### config.mk
export PLATFORM = sky130hd
export DESIGN_NAME = player_draw_engine_flat
export DESIGN_NICKNAME = d
export VERILOG_FILES = /design/src/rtl/game_pkg.sv /design/src/rtl/player_draw_engine_if.sv /design/src/rtl/rect_scanner.sv /design/src/rtl/player_draw_engine.sv /design/src/flat_wrapper.sv
export SDC_FILE = /design/constraint.sdc
export NUM_CORES = 1
export LEC_CHECK = 0
export ABC_AREA = 1
export BUFFER_PORTS_ARGS = -buffer_cell sky130_fd_sc_hd__buf_2
export CAP_MARGIN = 20
export CORE_MARGIN = 1
export CORE_UTILIZATION = 35
export CTS_BUF_LIST = sky130_fd_sc_hd__clkbuf_4 sky130_fd_sc_hd__clkbuf_8
export CTS_CLUSTER_SIZE = 28
export DETAILED_ROUTE_END_ITERATION = 7
export HOLD_SLACK_MARGIN = 0.08
export PLACE_DENSITY_LB_ADDON = 0.2
export SETUP_SLACK_MARGIN = 0.2
export SKIP_CTS_REPAIR_TIMING = 1
export SLEW_MARGIN = 20
export SYNTH_ARGS = -nofsm -noshare
export SYNTH_HDL_FRONTEND = slang
export SYNTH_SLANG_ARGS = --single-unit
### constraint.sdc
create_clock -name CLOCK_50 -period 4.7 [get_ports CLOCK_50]
set_input_delay 0.235 -clock CLOCK_50 [delete_from_list [all_inputs] [get_ports CLOCK_50]]
set_output_delay 0.235 -clock CLOCK_50 [all_outputs]
set_load 0.03 [all_outputs]
### src/rtl/game_pkg.sv
// Shared game constants: screen geometry, 3-bit palette, default sprite size
// and the draw-engine state encoding.
package game_pkg;

  localparam int SCREEN_W = 160;
  localparam int SCREEN_H = 120;

  localparam int SPRITE_W = 16;
  localparam int SPRITE_H = 8;

  localparam logic [2:0] COL_BLACK   = 3'b000;
  localparam logic [2:0] COL_BLUE    = 3'b001;
  localparam logic [2:0] COL_GREEN   = 3'b010;
  localparam logic [2:0] COL_CYAN    = 3'b011;
  localparam logic [2:0] COL_RED     = 3'b100;
  localparam logic [2:0] COL_MAGENTA = 3'b101;
  localparam logic [2:0] COL_YELLOW  = 3'b110;
  localparam logic [2:0] COL_WHITE   = 3'b111;

  typedef enum logic [1:0] {
    ST_IDLE   = 2'd0,
    ST_ERASE  = 2'd1,
    ST_DRAW   = 2'd2,
    ST_FINISH = 2'd3
  } draw_state_e;

endpackage

### src/rtl/player_draw_engine_if.sv
// Request handshake from the movement logic plus the pixel bus that feeds
// the vga_adapter directly.
interface player_draw_engine_if;
  logic       req_valid;
  logic       req_ready;
  logic [7:0] req_x;
  logic [6:0] req_y;
  logic [2:0] req_colour;
  logic [7:0] x;
  logic [6:0] y;
  logic [2:0] colour;
  logic       plot;
  logic       busy;
  logic       done;

  modport master (
    output req_valid, req_x, req_y, req_colour,
    input  req_ready, x, y, colour, plot, busy, done
  );

  modport slave (
    input  req_valid, req_x, req_y, req_colour,
    output req_ready, x, y, colour, plot, busy, done
  );
endinterface

### src/rtl/rect_scanner.sv
// Row-major walker over a W x H rectangle; col is the low counter bits,
// row the next bits. last flags the final pixel of the scan.
module rect_scanner #(
  parameter int W = 16,
  parameter int H = 8,
  localparam int CW = $clog2(W),
  localparam int RW = $clog2(H)
) (
  input  logic          clk,
  input  logic          rst_n,
  input  logic          clear,
  input  logic          enable,
  output logic [CW-1:0] col,
  output logic [RW-1:0] row,
  output logic          last
);

  localparam int NW = CW + RW;
  localparam logic [NW-1:0] LAST_IDX = NW'(W * H - 1);
  localparam logic [NW-1:0] ONE      = NW'(1);

  logic [NW-1:0] cnt_q, cnt_d;

  always_comb begin
    cnt_d = cnt_q;
    if (clear) begin
      cnt_d = '0;
    end else if (enable) begin
      cnt_d = cnt_q + ONE;
    end
  end

  always_ff @(posedge clk or negedge rst_n) begin
    if (!rst_n) begin
      cnt_q <= '0;
    end else begin
      cnt_q <= cnt_d;
    end
  end

  assign col  = cnt_q[CW-1:0];
  assign row  = cnt_q[NW-1:CW];
  assign last = (cnt_q == LAST_IDX);

endmodule

### src/rtl/player_draw_engine.sv
// Erase-then-draw sprite plotter: one registered pixel per clock towards the
// vga_adapter, with off-screen pixels suppressed but still scanned.
module player_draw_engine #(
  parameter int         SPRITE_W  = game_pkg::SPRITE_W,
  parameter int         SPRITE_H  = game_pkg::SPRITE_H,
  parameter int         SCREEN_W  = game_pkg::SCREEN_W,
  parameter int         SCREEN_H  = game_pkg::SCREEN_H,
  parameter logic [2:0] BG_COLOUR = game_pkg::COL_BLACK
) (
  input  logic                 CLOCK_50,
  input  logic                 resetn,
  player_draw_engine_if.slave  bus
);

  import game_pkg::*;

  localparam int CW = $clog2(SPRITE_W);
  localparam int RW = $clog2(SPRITE_H);

  draw_state_e state_q, state_d;
  logic        have_prev_q, have_prev_d;
  logic [7:0]  prev_x_q, prev_x_d, new_x_q, new_x_d, x_q, x_d;
  logic [6:0]  prev_y_q, prev_y_d, new_y_q, new_y_d, y_q, y_d;
  logic [2:0]  new_colour_q, new_colour_d, colour_q, colour_d;
  logic        plot_q, plot_d, done_q, done_d;

  logic [CW-1:0] col;
  logic [RW-1:0] row;
  logic          last;
  logic          scan_clear, scan_en, emit;
  logic [7:0]    base_x;
  logic [6:0]    base_y;
  logic [2:0]    pix_colour;
  logic [8:0]    x_sum;
  logic [7:0]    y_sum;

  function automatic logic on_screen(input logic [8:0] xs, input logic [7:0] ys);
    return ({23'd0, xs} < 32'(SCREEN_W)) && ({24'd0, ys} < 32'(SCREEN_H));
  endfunction

  rect_scanner #(
    .W (SPRITE_W),
    .H (SPRITE_H)
  ) u_scan (
    .clk    (CLOCK_50),
    .rst_n  (resetn),
    .clear  (scan_clear),
    .enable (scan_en),
    .col    (col),
    .row    (row),
    .last   (last)
  );

  // The scanner leads the output registers by one cycle: the pixel at the
  // current count is computed here and lands on x/y/plot at the next edge.
  always_comb begin
    state_d      = state_q;
    have_prev_d  = have_prev_q;
    prev_x_d     = prev_x_q;
    prev_y_d     = prev_y_q;
    new_x_d      = new_x_q;
    new_y_d      = new_y_q;
    new_colour_d = new_colour_q;
    done_d       = 1'b0;
    scan_en      = 1'b0;
    scan_clear   = 1'b0;
    emit         = 1'b0;
    base_x       = prev_x_q;
    base_y       = prev_y_q;
    pix_colour   = BG_COLOUR;

    case (state_q)
      ST_IDLE: begin
        if (bus.req_valid) begin
          new_x_d      = bus.req_x;
          new_y_d      = bus.req_y;
          new_colour_d = bus.req_colour;
          scan_en      = 1'b1;
          emit         = 1'b1;
          if (have_prev_q) begin
            state_d = ST_ERASE;
          end else begin
            state_d    = ST_DRAW;
            base_x     = bus.req_x;
            base_y     = bus.req_y;
            pix_colour = bus.req_colour;
          end
        end
      end
      ST_ERASE: begin
        scan_en = 1'b1;
        emit    = 1'b1;
        if (last) begin
          scan_clear = 1'b1;
          state_d    = ST_DRAW;
        end
      end
      ST_DRAW: begin
        base_x     = new_x_q;
        base_y     = new_y_q;
        pix_colour = new_colour_q;
        scan_en    = 1'b1;
        emit       = 1'b1;
        if (last) begin
          scan_clear  = 1'b1;
          state_d     = ST_FINISH;
          prev_x_d    = new_x_q;
          prev_y_d    = new_y_q;
          have_prev_d = 1'b1;
        end
      end
      ST_FINISH: begin
        // First FINISH cycle shows the last plot; the second shows done.
        if (!done_q) begin
          done_d = 1'b1;
        end else begin
          state_d = ST_IDLE;
        end
      end
      default: state_d = ST_IDLE;
    endcase

    x_sum    = {1'b0, base_x} + 9'(col);
    y_sum    = {1'b0, base_y} + 8'(row);
    x_d      = emit ? x_sum[7:0] : x_q;
    y_d      = emit ? y_sum[6:0] : y_q;
    colour_d = emit ? pix_colour : colour_q;
    plot_d   = emit & on_screen(x_sum, y_sum);
  end

  always_ff @(posedge CLOCK_50 or negedge resetn) begin
    if (!resetn) begin
      state_q      <= ST_IDLE;
      have_prev_q  <= 1'b0;
      prev_x_q     <= '0;
      prev_y_q     <= '0;
      new_x_q      <= '0;
      new_y_q      <= '0;
      new_colour_q <= '0;
      x_q          <= '0;
      y_q          <= '0;
      colour_q     <= '0;
      plot_q       <= 1'b0;
      done_q       <= 1'b0;
    end else begin
      state_q      <= state_d;
      have_prev_q  <= have_prev_d;
      prev_x_q     <= prev_x_d;
      prev_y_q     <= prev_y_d;
      new_x_q      <= new_x_d;
      new_y_q      <= new_y_d;
      new_colour_q <= new_colour_d;
      x_q          <= x_d;
      y_q          <= y_d;
      colour_q     <= colour_d;
      plot_q       <= plot_d;
      done_q       <= done_d;
    end
  end

  assign bus.x         = x_q;
  assign bus.y         = y_q;
  assign bus.colour    = colour_q;
  assign bus.plot      = plot_q;
  assign bus.done      = done_q;
  assign bus.req_ready = (state_q == ST_IDLE);
  assign bus.busy      = (state_q != ST_IDLE);

endmodule

### src/flat_wrapper.sv
// flat-port wrapper written by rule: the top's interface ports become plain ports
module player_draw_engine_flat import game_pkg::*;
#(
  parameter int         SPRITE_W  = game_pkg::SPRITE_W,
  parameter int         SPRITE_H  = game_pkg::SPRITE_H,
  parameter int         SCREEN_W  = game_pkg::SCREEN_W,
  parameter int         SCREEN_H  = game_pkg::SCREEN_H,
  parameter logic [2:0] BG_COLOUR = game_pkg::COL_BLACK
)
  (CLOCK_50, resetn, bus_req_valid, bus_req_x, bus_req_y, bus_req_colour, bus_req_ready, bus_x, bus_y, bus_colour, bus_plot, bus_busy, bus_done);
  player_draw_engine_if bus_i ();
  input  logic CLOCK_50;
  input  logic resetn;
  input wire logic [$bits(bus_i.req_valid)-1:0] bus_req_valid;
  input wire logic [$bits(bus_i.req_x)-1:0] bus_req_x;
  input wire logic [$bits(bus_i.req_y)-1:0] bus_req_y;
  input wire logic [$bits(bus_i.req_colour)-1:0] bus_req_colour;
  output wire logic [$bits(bus_i.req_ready)-1:0] bus_req_ready;
  output wire logic [$bits(bus_i.x)-1:0] bus_x;
  output wire logic [$bits(bus_i.y)-1:0] bus_y;
  output wire logic [$bits(bus_i.colour)-1:0] bus_colour;
  output wire logic [$bits(bus_i.plot)-1:0] bus_plot;
  output wire logic [$bits(bus_i.busy)-1:0] bus_busy;
  output wire logic [$bits(bus_i.done)-1:0] bus_done;
  assign bus_i.req_valid = bus_req_valid;
  assign bus_i.req_x = bus_req_x;
  assign bus_i.req_y = bus_req_y;
  assign bus_i.req_colour = bus_req_colour;
  assign bus_req_ready = bus_i.req_ready;
  assign bus_x = bus_i.x;
  assign bus_y = bus_i.y;
  assign bus_colour = bus_i.colour;
  assign bus_plot = bus_i.plot;
  assign bus_busy = bus_i.busy;
  assign bus_done = bus_i.done;
  player_draw_engine #(.SPRITE_W(SPRITE_W), .SPRITE_H(SPRITE_H), .SCREEN_W(SCREEN_W), .SCREEN_H(SCREEN_H), .BG_COLOUR(BG_COLOUR)) u_core (.CLOCK_50(CLOCK_50), .resetn(resetn), .bus(bus_i));
endmodule
==> flow_summary_export.csv <==
group,metric,value,unit
status,status,"completed",
power,finalPower,2.93,mW
power,switchingPower,1.44,mW
place,gp_congestion,0.845,
logic_synthesis,synth-edff-count,0,
power,clkPwrFrac,0.163,
logic_synthesis,avgSynthCellArea,8.20,um2
clocking,clkLatencyLatePin,0.35,ns
place,port_buffers,42,
floorplan,die_w,101,um
timing,fmaxAchievable,0.288,GHz
clocking,htree_levels,3,
floorplan,rows,35,
power,p_leak,1.95,nW
logic_synthesis,yosys.area.top_type,"dfrtp_1",
worst_setup_path,crit_required,4.98,ns
run,maxCapViolations,0,
logic_synthesis,synthFlopType,"dfrtp_1",
global_routing,grt_pass1_wl,13.7,mm
power,switching_share,0.491,
power,p_seq_frac,0.304,
detailed_routing,routedWlPerCell,13.6,um
logic_synthesis,syn_inst,420,
floorplan,core_area,0.00937,mm2
cells_and_area,regArea,0.00158,mm2
global_routing,grt.overflow.total,0,
timing,finalClockSkew,0.00916,ns
logic_synthesis,synth_common_cells,"116 x nand2_1, 63 x dfrtp_1, 50 x o21ai_0",
worst_setup_path,cp_slowest_cell,"ha_1",
worst_setup_path,critPathBufInv,4,
detailed_routing,antenna_left,0,
worst_setup_path,cp.arrival,3.76,ns
logic_synthesis,async_flop_share,1.00,
cells_and_area,drive_gt1_frac,0.186,
detailed_routing,drcViolationCount,0,
worst_setup_path,crit_path_frequent_cell,"nand2_1",
worst_setup_path,cp_max_fo,8,
timing,tightest_slew,0.970,ns
place,dp_hpwl,5.79,mm
clocking,root_buffer,"clkbuf_8",
logic_synthesis,yosysWarnings,0,
clocking,cts_tree,"yes",
floorplan,dieArea,0.0102,mm2
global_routing,grt_max_degree,64,
floorplan,die_h,101,um
worst_setup_path,path_cells,"inv_1 -> ha_1 -> inv_2 -> nand2_2 -> nand2_2 -> inv_2 -> nand2_1 -> o211ai_1 -> ha_1 -> inv_1 -> fa_1 -> o21ai_0 -> nand4_1 -> nand2_1 -> nand2_1 -> nand2_1 -> nand2_1 -> nor2_1",
timing,period_share,0.740,
place,detailedPlace.worstSlack,1.25,ns
detailed_routing,vias,2826,
worst_setup_path,cp.depth,18,
timing,fin_tns_setup,0,ns
logic_synthesis,synth_top_area_frac,0.458,
timing,rsz0062_at_grt,"false",
timing,fin_ws,1.22,ns
logic_synthesis,synth_area_leaders,"dfrtp_1 46%, nand2_1 13%, o21ai_0 7.3%, ha_1 5.1%, inv_1 4.8%",
logic_synthesis,synth_area,0.00344,mm2
timing,finalHoldViolCount,0,
clocking,cts_buffer_depth,2,
logic_synthesis,synth_seq_cells,63,
detailed_routing,routed_via_density,4.77,
worst_setup_path,setup.worst_path.end_class,"flop",
logic_synthesis,synth_seq_area_share,0.458,
floorplan,start_util,0.367,
power,pwr-share-comb,0.534,
global_routing,globalRouteTotalUtil,0.177,
cells_and_area,multi_input_area,0.00159,mm2
global_routing,grt_antenna_before_repair,0,
worst_setup_path,max_stage_delay,0.52,ns
logic_synthesis,syn-num-nets,457,
timing,slew_violations,0,
min_path,hold_class,"in2async",
worst_setup_path,crit_family,"adder cells",
detailed_routing,firstDrtPassIters,4,
cells_and_area,fin_nets,495,
power,power_density,747,mW/mm2
global_routing,grt_pass1_vias,2675,
cells_and_area,area_delta_synth_final,14.1,%
power,vdd.ir_drop.worst,0.278,mV
timing,period_needed,3.48,ns
timing,setup-violations-final,0,
clocking,path_clk_slew,0.08,ns
logic_synthesis,ys_types,35,
worst_setup_path,reg2regPathDepth,18,
clocking,cts_sinks,63,
floorplan,io-pin-count,43,
worst_setup_path,startpoint_type,"flop",
detailed_routing,drtIter0Drc,185,
worst_setup_path,critical_path_class,"reg2reg",
detailed_routing,wirelength,8.02,mm
clocking,cts_buffers,9,
cells_and_area,insertedDiodeCount,0,
power,intPower,1.49,mW
cells_and_area,fillers,999,
timing,slew_headroom,0.352,
logic_synthesis,yosysMostFrequentCell,"nand2_1",
[final cells by class]
cell class	count	share of cell area
Clock buffer	10	0.0350
Inverter	49	0.0468
Clock inverter	6	0.0153
Tap cell	129	0.0411
Timing Repair Buffer	43	0.0554
Multi-Input combinational cell	292	0.405
Sequential cell	63	0.401
[flip-flops by register name, summed over array words and instances, names as in the netlist]
signal / flops
u_core.prev_y_q: 7
u_core.prev_x_q: 8
u_core.bus.y: 7
u_core.new_colour_q: 3
u_core.bus.x: 8
u_core.have_prev_q: 1
u_core.bus.done: 1
u_core.u_scan.cnt_q: 7
u_core.new_x_q: 8
u_core.new_y_q: 7
u_core.bus.colour: 3
u_core.state_q: 2
u_core.bus.plot: 1
[placed cells by master (no fill, tap or decap), types with 5 or more instances in the layout]
cell,Yosys,routed
inv_2,5,5
nand3_2,8,8
ha_1,14,14
o21ai_1,5,5
nand3_1,28,28
clkbuf_8,0,10
nand2_2,5,5
a21oi_1,11,11
o211ai_1,5,5
o21ai_0,50,50
nor2_1,19,19
buf_2,5,42
inv_1,44,44
nand4_1,5,5
dfrtp_1,63,63
nand2_1,116,116
[routing by layer]
layer  up-vias  wire length (um)  global-route usage
met4         0                95              0.0468
met5         -                 0                   0
li1       1443                 -                   -
met3        10               314              0.0455
met1      1309              4080               0.250
met2        64              3530               0.269
[path summary, 6_finish.rpt]
kind                       slack [ns]                endpoint         startpoint
max in group asynchronous        4.10       u_core.new_x_q[3]             resetn
min in group CLOCK_50            0.10  u_core.new_colour_q[1]  bus_req_colour[1]
setup reg to reg                 1.22         u_core.bus.plot  u_core.state_q[0]
hold reg to reg                  0.45         u_core.bus.done    u_core.bus.done
setup / recovery                 1.22         u_core.bus.plot  u_core.state_q[0]
hold / removal                   0.06         u_core.bus.y[1]             resetn
[metrics by stage]
| step | util | std cells | hold WS (ns) | cell area (um2) |
|---|---|---|---|---|
| after floorplan | - | 420 | -0.0606 | 3440 |
| after global placement | 0.398 | 576 | 0.441 | 3730 |
| after detailed placement | 0.398 | 576 | 0.442 | 3730 |
| after CTS | 0.419 | 592 | 0.0899 | 3930 |
| after global routing | 0.419 | 592 | 0.104 | 3930 |
| final | 0.419 | 592 | 0.0630 | 3930 |
[power groups by stage]
stage                     logic (mW)  registers, mW  clock network [mW]
after global placement          1.56          0.898                   0
final                           1.57          0.891               0.477
after CTS                       1.58          0.893               0.495
after floorplan                 1.07           1.02                   0
after global routing            1.80          0.923               0.522
after detailed placement        1.58          0.902                   0
[kinds of logic (layout without fill, tap and decap cells)]
| logic type | Yosys count | count (layout) | share of synthesized area |
|---|---|---|---|
| fa+ha+maj | 16 | 16 | 0.0625 |
| simple gates | 190 | 190 | 0.256 |
| buf+inv | 65 | 108 | 0.0803 |
| xor+xnor | 4 | 4 | 0.0102 |
| compound gates | 80 | 80 | 0.127 |
| flops | 63 | 63 | 0.458 |
| mux | 2 | 2 | 0.00654 |
[worst register-to-register path, cell delays in order (launching register included)]
cell and delay, ns:
dfrtp_1 0.43, inv_1 0.13, ha_1 0.52, inv_2 0.12, nand2_2 0.18, nand2_2 0.09
inv_2 0.14, nand2_1 0.07, o211ai_1 0.10, ha_1 0.21, inv_1 0.06, fa_1 0.39
o21ai_0 0.48, nand4_1 0.16, nand2_1 0.10, nand2_1 0.05, nand2_1 0.06, nand2_1 0.04
nor2_1 0.09
Power figures use the tool's default switching activity.
